File: config.mk
export PLATFORM = sky130hd
export DESIGN_NAME = instr_fetch_unit
export DESIGN_NICKNAME = d
export VERILOG_FILES = /design/src/rtl/instr_fetch_unit.sv
export SDC_FILE = /design/constraint.sdc
export NUM_CORES = 1
export LEC_CHECK = 0
export CORE_ASPECT_RATIO = 0.9
export CORE_MARGIN = 8
export CORE_UTILIZATION = 40
export DETAILED_ROUTE_END_ITERATION = 10
export GPL_ROUTABILITY_DRIVEN = 0
export PLACE_DENSITY = 0.57
export SYNTH_ARGS = -nofsm -noshare
export SYNTH_HDL_FRONTEND = slang
export SYNTH_SLANG_ARGS = --single-unit
File: constraint.sdc
create_clock -name clk_i -period 4.4 [get_ports clk_i]
set_input_delay 0.88 -clock clk_i [delete_from_list [all_inputs] [get_ports clk_i]]
set_output_delay 0.88 -clock clk_i [all_outputs]
set_load 0.01 [all_outputs]
File: src/rtl/instr_fetch_unit.sv
// Instruction fetch unit: accepts PCs, reads one word at a time from
// instruction memory and buffers {pc, instr, fault} entries for decode.
module instr_fetch_unit #(
  parameter int ARCHITECTURE = 32,
  parameter int FIFO_DEPTH   = 4
) (
  input  logic                    clk_i,
  input  logic                    rst_i,
  input  logic [ARCHITECTURE-1:0] pc_i,
  input  logic                    pc_valid_i,
  output logic                    pc_ready_o,
  output logic                    imem_req_o,
  output logic [ARCHITECTURE-1:0] imem_addr_o,
  input  logic                    imem_ack_i,
  input  logic [ARCHITECTURE-1:0] imem_data_i,
  input  logic                    flush_i,
  output logic                    instr_valid_o,
  output logic [ARCHITECTURE-1:0] instr_o,
  output logic [ARCHITECTURE-1:0] instr_pc_o,
  output logic                    fault_o,
  input  logic                    instr_ready_i
);

  localparam int AW = ARCHITECTURE;
  localparam int PW = (FIFO_DEPTH > 1) ? $clog2(FIFO_DEPTH) : 1;
  localparam int CW = $clog2(FIFO_DEPTH + 1);
  localparam logic [CW-1:0] DEPTH_C = CW'(FIFO_DEPTH);

  typedef enum logic [1:0] {
    S_IDLE  = 2'd0,
    S_WAIT  = 2'd1,
    S_FLUSH = 2'd2
  } state_t;

  typedef struct packed {
    logic [AW-1:0] pc;
    logic [AW-1:0] instr;
    logic          fault;
  } entry_t;

  state_t        r_state;
  logic          r_req;
  logic [AW-1:0] r_addr;
  logic [CW-1:0] r_count;
  logic [PW-1:0] r_rd_ptr;
  logic [PW-1:0] r_wr_ptr;
  entry_t        r_mem [FIFO_DEPTH];

  logic   w_idle;
  logic   w_accept;
  logic   w_misal;
  logic   w_push_mis;
  logic   w_push_ack;
  logic   w_push;
  logic   w_pop;
  entry_t w_wdata;
  entry_t w_head;

  assign w_idle     = (r_state == S_IDLE);
  assign pc_ready_o = w_idle && (r_count < DEPTH_C) && !flush_i;
  assign w_accept   = pc_valid_i && pc_ready_o;
  assign w_misal    = (pc_i[1:0] != 2'b00);
  assign w_push_mis = w_accept && w_misal;
  assign w_push_ack = (r_state == S_WAIT) && imem_ack_i;
  assign w_push     = (w_push_mis || w_push_ack) && !flush_i;
  assign w_pop      = instr_valid_o && instr_ready_i;

  always_comb begin
    w_wdata = '0;
    if (w_push_mis) begin
      w_wdata.pc    = pc_i;
      w_wdata.fault = 1'b1;
    end else begin
      w_wdata.pc    = r_addr;
      w_wdata.instr = imem_data_i;
    end
  end

  // Slot for a fetch is reserved at acceptance, so this write never overflows.
  always_ff @(posedge clk_i) begin
    if (w_push) begin
      r_mem[r_wr_ptr] <= w_wdata;
    end
  end

  always_ff @(posedge clk_i) begin
    if (rst_i) begin
      r_count  <= '0;
      r_rd_ptr <= '0;
      r_wr_ptr <= '0;
    end else if (flush_i) begin
      r_count  <= '0;
      r_rd_ptr <= '0;
      r_wr_ptr <= '0;
    end else begin
      if (w_push) begin
        r_wr_ptr <= r_wr_ptr + PW'(1);
      end
      if (w_pop) begin
        r_rd_ptr <= r_rd_ptr + PW'(1);
      end
      if (w_push && !w_pop) begin
        r_count <= r_count + CW'(1);
      end else if (w_pop && !w_push) begin
        r_count <= r_count - CW'(1);
      end
    end
  end

  always_ff @(posedge clk_i) begin
    if (rst_i) begin
      r_state <= S_IDLE;
      r_req   <= 1'b0;
      r_addr  <= '0;
    end else begin
      unique case (r_state)
        S_IDLE: begin
          if (w_accept && !w_misal) begin
            r_addr  <= pc_i;
            r_req   <= 1'b1;
            r_state <= S_WAIT;
          end
        end
        S_WAIT: begin
          if (imem_ack_i) begin
            r_req   <= 1'b0;
            r_state <= S_IDLE;
          end else if (flush_i) begin
            r_state <= S_FLUSH;
          end
        end
        S_FLUSH: begin
          if (imem_ack_i) begin
            r_req   <= 1'b0;
            r_state <= S_IDLE;
          end
        end
        default: begin
          r_req   <= 1'b0;
          r_state <= S_IDLE;
        end
      endcase
    end
  end

  assign imem_req_o    = r_req;
  assign imem_addr_o   = r_addr;
  assign instr_valid_o = (r_count != '0);
  assign w_head        = instr_valid_o ? r_mem[r_rd_ptr] : '0;
  assign instr_o       = w_head.instr;
  assign instr_pc_o    = w_head.pc;
  assign fault_o       = w_head.fault;

endmodule

==> metrics.yaml, run 1 <==
yosys:
  synthAdderAreaFrac_pct: 1.087
  ys_seq_area_share_pct: 71.22
  synth_area_sq_um: 12200
  ys.warnings.count: 0
  synth_area_leaders: "edfxtp_1, mux4_2, dfxtp_1"
  ys.flop_type: "edfxtp_1"
  synth_edf_count: 260
  synth_top_area_share_pct: 64.00
  synth_compound_area_share_pct: 1.949
  synth.avg_cell_area_sq_um: 17.45
  ys_types: 38
  synth_xor_area_share_pct: 0.3590
  synthCells: 699
  async_reset_ff_share_pct: 0
  synth_mux_area_share_pct: 14.93
  synthSimpleGateAreaFrac_pct: 8.503
  syn_nets: 779
  synth_top_area_cell: "edfxtp_1"
  synth_top_family_by_area: "multiplexers"
  synth-seq-cells: 304
setup_path:
  cp-end-kind: "primary output"
  arrival_ns: 2.85
  worstSetupPathType: "flip-flop to primary output"
  critPathMaxFanout: 56
  startpoint_type: "flip-flop"
  rrSetupSlack_ns: 1.40
  r2r_cells: 8
  required_ns: 3.52
global_route:
  antenna_found_initial: 2
  grt_max_degree: 66
  grt_pass1_vias: 7307
  overflow: 0
  grt_usage_pct: 15.49
  grt_pass1_wl_microns: 43100
power:
  vdd_ir_drop_max_uv: 209.4
  power.total_mw: 7.115
  pwr_density_cell_nw_per_um2: 457.1
  p_leak_nw: 5.058
route:
  drc: 0
  wire_per_inst_microns: 21.72
  vias_per_cell: 5.098
  vias: 6678
  dr.pass1.iters: 5
  first_iter_violations: 364
  drt-total-wl_microns: 28460
  ant_nets: 0
timing:
  final-setup-viol-count: 0
  max_slew_margin_pct: 30.17
  rsz0062_at_grt: "false"
  finalCritPeriodShare_pct: 84.82
  slew_viol_final: 0
  setup_tns_ns: 0
  worst_pin_slew_ns: 1.047
  final.setup_skew_ns: 0.01699
  fmax_ghz: 0.2679
  finalCriticalPeriod_ns: 3.732
  hold_viol: 0
clock_tree:
  cts_setup_buffers: 0
  cts.path.max_buffers: 3
  cts_resized: 0
  clk_latency_ns: 0.51
  holdBufCountCts: 0
  cts.sink_count: 304
  clkTransAtPathRegs_ns: 0.06
  h-tree-depth: 2
  cts_tree: "yes"
  clock-root-buffer: "clkbuf_16"
  cts_buffers: 34
finish:
  synthToLayoutAreaGrowth_pct: 27.59
  drive_gt1_share_pct: 19.29
  postLayoutCoreUtil_pct: 51.96
  fin_nets: 962
  diodes: 0
run_status:
  status: "finished, final reports clean"
min_path:
  min_path_cells: 2
  hold_class: "flip-flop to flip-flop"
place:
  io_buffers: 169
  place_hpwl_microns: 18100
floorplan:
  dieHeight_microns: 181.7
  initial_utilization_pct: 40.73
  die_w_microns: 200.1
  core_region_area_sq_um: 29950
  io_pins: 170
  die_area_sq_um: 36350
  rows: 60
job:
  cap_violations: 0
==> synth_stat cells, types with 8 or more instances <==
cell and instances:
edfxtp_1 260, and2_1 97, nand2_1 69, mux4_2 65
dfxtp_1 44, a21oi_1 35, mux2_2 27, clkbuf_1 17
buf_2 13, ha_1 9, inv_1 9, nor2_1 8
==> logic make-up (layout without fill, tap and decap cells) <==
| family | count (synthesis) | count (layout) |
|---|---|---|
| muxes | 97 | 97 |
| DFF | 304 | 304 |
| adders and majority gates | 10 | 10 |
| and+or+nand+nor | 193 | 193 |
| AOI/OAI and AO/OA | 42 | 42 |
| xor gates and xnor gates | 5 | 5 |
| buffers and inverters | 48 | 256 |
==> through the flow <==
stage          instance area, sq um  hold WS (ns)  instances  worst slack (ns)
2_1_floorplan                 12200        0.4661        699            0.9223
3_3_place_gp                  14410        0.4576       1249             1.081
3_5_place_dp                  14410        0.4633       1249            0.9989
4_1_cts                       15560        0.4715       1310            0.5618
5_1_grt                       15560        0.4876       1310            0.4747
6_report                      15560        0.4667       1310            0.6678
==> per-layer routing <==
layer	global-route usage, %	vias up	wire length (microns)
met1	20.62	3403	12500
met3	4.067	39	2072
met2	25.05	211	13420
met5	0	-	27
met4	3.618	4	436
li1	-	3021	-
==> where the power goes <==
group	switching (mW)	internal [mW]
registers	0.0374	3.26
clock network	1.11	1.76
logic	0.475	0.469
total	1.62	5.50
==> final timing paths <==
path,startpoint,to
worst max-delay path,r_count[2],instr_pc_o[25]
worst min-delay path,imem_addr_o[15],imem_addr_o[15]
worst max register to register,r_count[2],r_count[2]
worst min register to register,imem_addr_o[15],imem_addr_o[15]
==> sequential cells by signal, summed over array words and instances (netlist names), named ones only <==
signal       cells
imem_addr_o     32
imem_req_o       1
r_count          3
r_mem          260
r_rd_ptr         2
r_state          2
r_wr_ptr         2
==> cells in the final DEF (no fill, tap or decap), types with 5 or more instances in the layout <==
cell type,instances
mux4_2,65
buf_12,5
clkbuf_1,6
nor2_1,8
and2_1,97
mux2_2,27
edfxtp_1,260
buf_4,11
nand2_1,69
bufinv_16,5
ha_1,9
clkdlybuf4s50_1,169
a21oi_1,35
clkbuf_16,35
clkinv_2,8
dfxtp_1,42
inv_1,9
==> critical path: stages, from the launching register on <==
cell             delay [ns]
dfxtp_1                0.36
or3_2                  0.95
buf_4                  0.37
and2_1                 0.16
clkdlybuf4s50_1        0.49
==> area by class of cell <==
type | count | area [sq um]
repair buffers | 185 | 1874
clock buffers | 41 | 898.4
inverters | 10 | 37.54
well taps | 403 | 504.2
clock inverters | 20 | 254.0
flip-flops and latches | 304 | 8696
multi-input cells | 347 | 3301
fillers | 2387 | 14390
Note: power is estimated with default switching activity, not from simulation.
==> run 2, diff against run 1 <==
Settings changed: PLACE_DENSITY 0.57 to 0.6.
Clock period 4.4 ns to 3.1 ns, I/O delays scaled along.
==> metrics.yaml, run 2 (synthesis results as in run 1) <==
route:
  vias_per_cell: 4.977  # -2.4%
  first_iter_violations: 341  # -6.3%
  drt-total-wl_microns: 27330  # -4.0%
  vias: 6630  # -0.72%
  wire_per_inst_microns: 20.52  # -5.6%
  drc: 0  # unchanged
  dr.pass1.iters: 5  # unchanged
  ant_nets: 0  # unchanged
job:
  cap_violations: 0  # unchanged
clock_tree:
  cts.path.max_buffers: 3  # unchanged
  holdBufCountCts: 0  # unchanged
  h-tree-depth: 1  # -1
  cts.sink_count: 304  # unchanged
  clock-root-buffer: "clkbuf_16"
  cts_buffers: 31  # -8.8%
  cts_tree: "yes"
  clk_latency_ns: 0.56  # +0.05 ns
  clkTransAtPathRegs_ns: 0.06  # about the same
setup_path:
  critPathMaxFanout: 16  # -71%
  required_ns: 2.48  # -1.04 ns
  arrival_ns: 2.39  # -0.46 ns
  cp-end-kind: "primary output"
  startpoint_type: "flip-flop"
  worstSetupPathType: "flip-flop to primary output"
floorplan:
  rows: 60  # unchanged
  die_w_microns: 200.1  # unchanged
  io_pins: 170  # unchanged
  dieHeight_microns: 181.7  # unchanged
  die_area_sq_um: 36350  # unchanged
  core_region_area_sq_um: 29950  # unchanged
  initial_utilization_pct: 40.73  # unchanged
finish:
  fillers: 2409  # +0.92%
  synthToLayoutAreaGrowth_pct: 28.98
  postLayoutCoreUtil_pct: 52.53  # +0.57 points
  drive_gt1_share_pct: 20.26  # +0.96 points
  layout_commonest_cell: "edfxtp_1"
  top_register: "r_mem"
  largest_reg_flops: 260  # unchanged
  seq_area_sq_um: 8696  # unchanged
  fin_nets: 983  # +2.2%
  mostFrequentLayoutCells: "edfxtp_1, clkdlybuf4s50_1, and2_1"
  multi_input_area_sq_um: 3304  # +0.11%
timing:
  finalCriticalPeriod_ns: 3.008
  max_slew_margin_pct: 70.03  # +40 points
  worst_pin_slew_ns: 0.4480  # -0.5994 ns
  slew_viol_final: 0  # unchanged
  hold_viol: 0  # unchanged
  final.setup_skew_ns: 0.02491  # +0.007920 ns
  final-setup-viol-count: 0  # unchanged
  finalCritPeriodShare_pct: 97.02
  rsz0062_at_grt: "true"
  fmax_ghz: 0.3325
  hold_ws_ns: 0.4745  # +0.007769 ns
place:
  place_hpwl_microns: 17830  # -1.5%
  io_buffers: 169  # unchanged
power:
  p_leak_nw: 5.363  # +6.0%
  pwr_density_cell_nw_per_um2: 603.3  # +32%
  vdd_ir_drop_max_uv: 440.8  # +110%
global_route:
  grt_usage_pct: 14.85  # -0.63 points
  grt_pass1_vias: 7239  # -0.93%
  overflow: 0  # unchanged
  grt_pass1_wl_microns: 42200  # -2.1%
  antenna_found_initial: 1  # -1
  grt_max_degree: 43  # -35%
run_status:
  status: "finished, final reports clean"
min_path:
  hold_class: "flip-flop to flip-flop"
[run 2: timing repair]
| item | in CTS | in global routing |
|---|---|---|
| setup buffers | 5 | 4 |
| endpoints found under the setup margin | 56 | 23 |
| gates resized for setup | 6 | 13 |
[run 2: area by class of cell]
cell class              instances  area share [%]
flip-flops and latches        304           55.26
repair buffers                209           14.27
inverters                      10          0.2385
clock inverters                13          0.5566
well taps                     403           3.205
multi-input cells             347           21.00
diodes                          1         0.01590
clock buffers                  45           5.455
[run 2: routing by layer]
metal / share of wire (%) / routed length (microns) / GRT usage [%]
met5: 0 / 0 / 0
met4: 1.7 / 459 / 2.765
met3: 7.9 / 2169 / 4.547
met2: 44 / 11970 / 22.58
met1: 47 / 12730 / 20.92
[run 2: worst max-delay path, stage by stage, from the launching register on]
cell	delay, ns
dfxtp_4	0.45
buf_12	0.20
mux4_2	0.53
and2_1	0.18
clkdlybuf4s50_1	0.48
[run 2: final timing paths]
check | start | endpoint | slack, ns | cells after the start
max | flip-flop | instr_pc_o[29] | 0.09 | 4
min | imem_addr_o[21] | imem_addr_o[21] | 0.47 | 2
max reg2reg | r_count[1] | r_count[2] | 0.60 | 9
min reg2reg | imem_addr_o[21] | imem_addr_o[21] | 0.47 | 2
[run 2: power by group]
part	internal (mW)	switching [mW]	leakage, nW	total (mW)
sequential	4.63	0.0455	2.74	4.68
combinational	0.706	0.678	2.16	1.38
clock	1.99	1.44	0.467	3.43
total	7.33	2.16	5.36	9.49
[run 2: stage by stage]
step	setup slack [ns]	instances	area, sq um	setup TNS, ns	power, mW
floorplan	0.5122	699	12200	0	5.458
global placement	0.09305	1264	14690	0	6.171
detailed placement	0.09814	1264	14690	0	6.176
CTS	-0.005265	1327	15670	-0.008776	9.630
global route	-0.01156	1331	15730	-0.01404	9.879
finish	0.09223	1332	15740	0	9.492
==> run 3, diff against run 2 <==
Settings changed: RECOVER_POWER set to 100.
==> metrics.yaml, run 3 (synthesis results as in run 1) <==
route:
  drt-total-wl_microns: 27460  # +0.47%
  ant_nets: 0  # unchanged
  first_iter_violations: 310  # -9.1%
  vias: 6647  # +0.26%
  wire_per_inst_microns: 20.61  # +0.47%
  drc: 0  # unchanged
  vias_per_cell: 4.990  # +0.26%
  dr.pass1.iters: 4  # -1
floorplan:
  dieHeight_microns: 181.7  # unchanged
  io_pins: 170  # unchanged
  rows: 60  # unchanged
  initial_utilization_pct: 40.73  # unchanged
  die_w_microns: 200.1  # unchanged
  core_region_area_sq_um: 29950  # unchanged
  die_area_sq_um: 36350  # unchanged
finish:
  fillers: 2442  # +1.4%
  top_register: "r_mem"
  largest_reg_flops: 260  # unchanged
  synthToLayoutAreaGrowth_pct: 27.11
  layout_commonest_cell: "edfxtp_1"
  drive_gt1_share_pct: 15.84  # -4.4 points
  mostFrequentLayoutCells: "edfxtp_1, clkdlybuf4s50_1, nand2_1"
  fin_nets: 983  # unchanged
timing:
  final.setup_skew_ns: 0.02508  # +0.0001698 ns
  max_slew_margin_pct: 0.8291  # -69 points
  finalCriticalPeriod_ns: 3.005  # -0.002681 ns
  rsz0062_at_grt: "true"
  final-setup-viol-count: 0  # unchanged
  worst_pin_slew_ns: 1.488  # +1.040 ns
  slew_viol_final: 0  # unchanged
  setup_slack_ns: 0.09492  # +0.002681 ns
  finalCritPeriodShare_pct: 96.94  # about the same
  hold_ws_ns: 0.4707  # -0.003783 ns
  hold_viol: 0  # unchanged
  fmax_ghz: 0.3328  # about the same
place:
  place_hpwl_microns: 17830  # unchanged
  pre_cts_ws_ns: 0.09814  # unchanged
  io_buffers: 169  # unchanged
clock_tree:
  cts_buffers: 31  # unchanged
  cts_tree: "yes"
  holdBufCountCts: 0  # unchanged
  clk_latency_ns: 0.56  # about the same
  cts.sink_count: 304  # unchanged
  clkTransAtPathRegs_ns: 0.06  # about the same
  h-tree-depth: 1  # unchanged
  clock-root-buffer: "clkbuf_16"
  cts.path.max_buffers: 3  # unchanged
setup_path:
  critPathMaxFanout: 16  # unchanged
  arrival_ns: 2.39  # about the same
  worstSetupPathType: "flip-flop to primary output"
  startpoint_type: "flip-flop"
  rrSetupSlack_ns: 0.27  # -0.33 ns
  cp-end-kind: "primary output"
  required_ns: 2.48  # about the same
  rr_endpoint: "r_mem[0][35]"
  r2r-start: "r_state[0]"
  r2r_cells: 8  # -1
global_route:
  grt_pass1_vias: 7239  # unchanged
  grt_max_degree: 43  # unchanged
  antenna_found_initial: 1  # unchanged
  grt_pass1_wl_microns: 42200  # unchanged
  grt_usage_pct: 14.85  # unchanged
  overflow: 0  # unchanged
min_path:
  min_path_cells: 2  # unchanged
  min_from: "imem_addr_o[10]"
  hold_class: "flip-flop to flip-flop"
  min_to: "imem_addr_o[10]"
power:
  p_leak_nw: 5.437  # +1.4%
  vdd_ir_drop_max_uv: 429.3  # -2.6%
  pwr_density_cell_nw_per_um2: 608.1  # +0.80%
run_status:
  status: "finished, final reports clean"
job:
  cap_violations: 0  # unchanged
## run 3: timing repair
item                       in CTS  in global routing
setup endpoints to repair      56                 23
hold endpoints to repair        0                  0
resized for setup               6                 13
setup buffers                   5                  4
pin swaps                       0                  0
## run 3: worst max-delay path by stage
| stage | startpoint | end | slack, ns |
|---|---|---|---|
| after floorplan | flush_i | r_count[2] | 0.51 |
| after global placement | flush_i | r_count[2] | 0.09 |
| after detailed placement | flush_i | r_count[2] | 0.1 |
| after CTS | flip-flop | instr_o[2] | -0.005 |
| after global routing | flip-flop | instr_pc_o[13] | -0.01 |
| final | flip-flop | instr_pc_o[13] | 0.09 |
## run 3: layer usage
metal	track usage [%]	vias up	wire length, microns
met1	20.92	3344	12620
met4	2.765	0	459
met5	0	-	0
li1	-	3070	-
met3	4.547	34	2286
met2	22.58	199	12090
## run 3: critical path, stage by stage (launching register included)
cell	delay, ns
dfxtp_4	0.45
buf_12	0.20
mux4_2	0.51
and2_1	0.18
clkdlybuf4s50_1	0.49
## run 3: cell type report
class / instances / area [sq um] / area share [%]
Sequential cell: 304 / 8696 / 56.08
Multi-Input combinational cell: 347 / 3254 / 20.99
Timing Repair Buffer: 209 / 2066 / 13.32
Clock buffer: 45 / 858.3 / 5.535
Tap cell: 403 / 504.2 / 3.252
Clock inverter: 13 / 87.58 / 0.5648
Inverter: 10 / 37.54 / 0.2421
Antenna cell: 1 / 2.502 / 0.01614
## run 3: per-stage QoR
stage | cells | cell area, sq um | util, % | power [mW] | TNS (ns)
after floorplan | 699 | 12200 | - | 5.458 | 0
after global placement | 1264 | 14690 | 49.04 | 6.171 | 0
after detailed placement | 1264 | 14690 | 49.04 | 6.176 | 0
after CTS | 1327 | 15670 | 52.31 | 9.630 | -0.008776
after global routing | 1331 | 15500 | 51.76 | 9.809 | -0.01404
final | 1332 | 15510 | 51.77 | 9.429 | 0
## run 3: power by group
part | switching, mW | internal, mW
sequential | 0.0444 | 4.64
clock | 1.44 | 1.99
combinational | 0.668 | 0.646
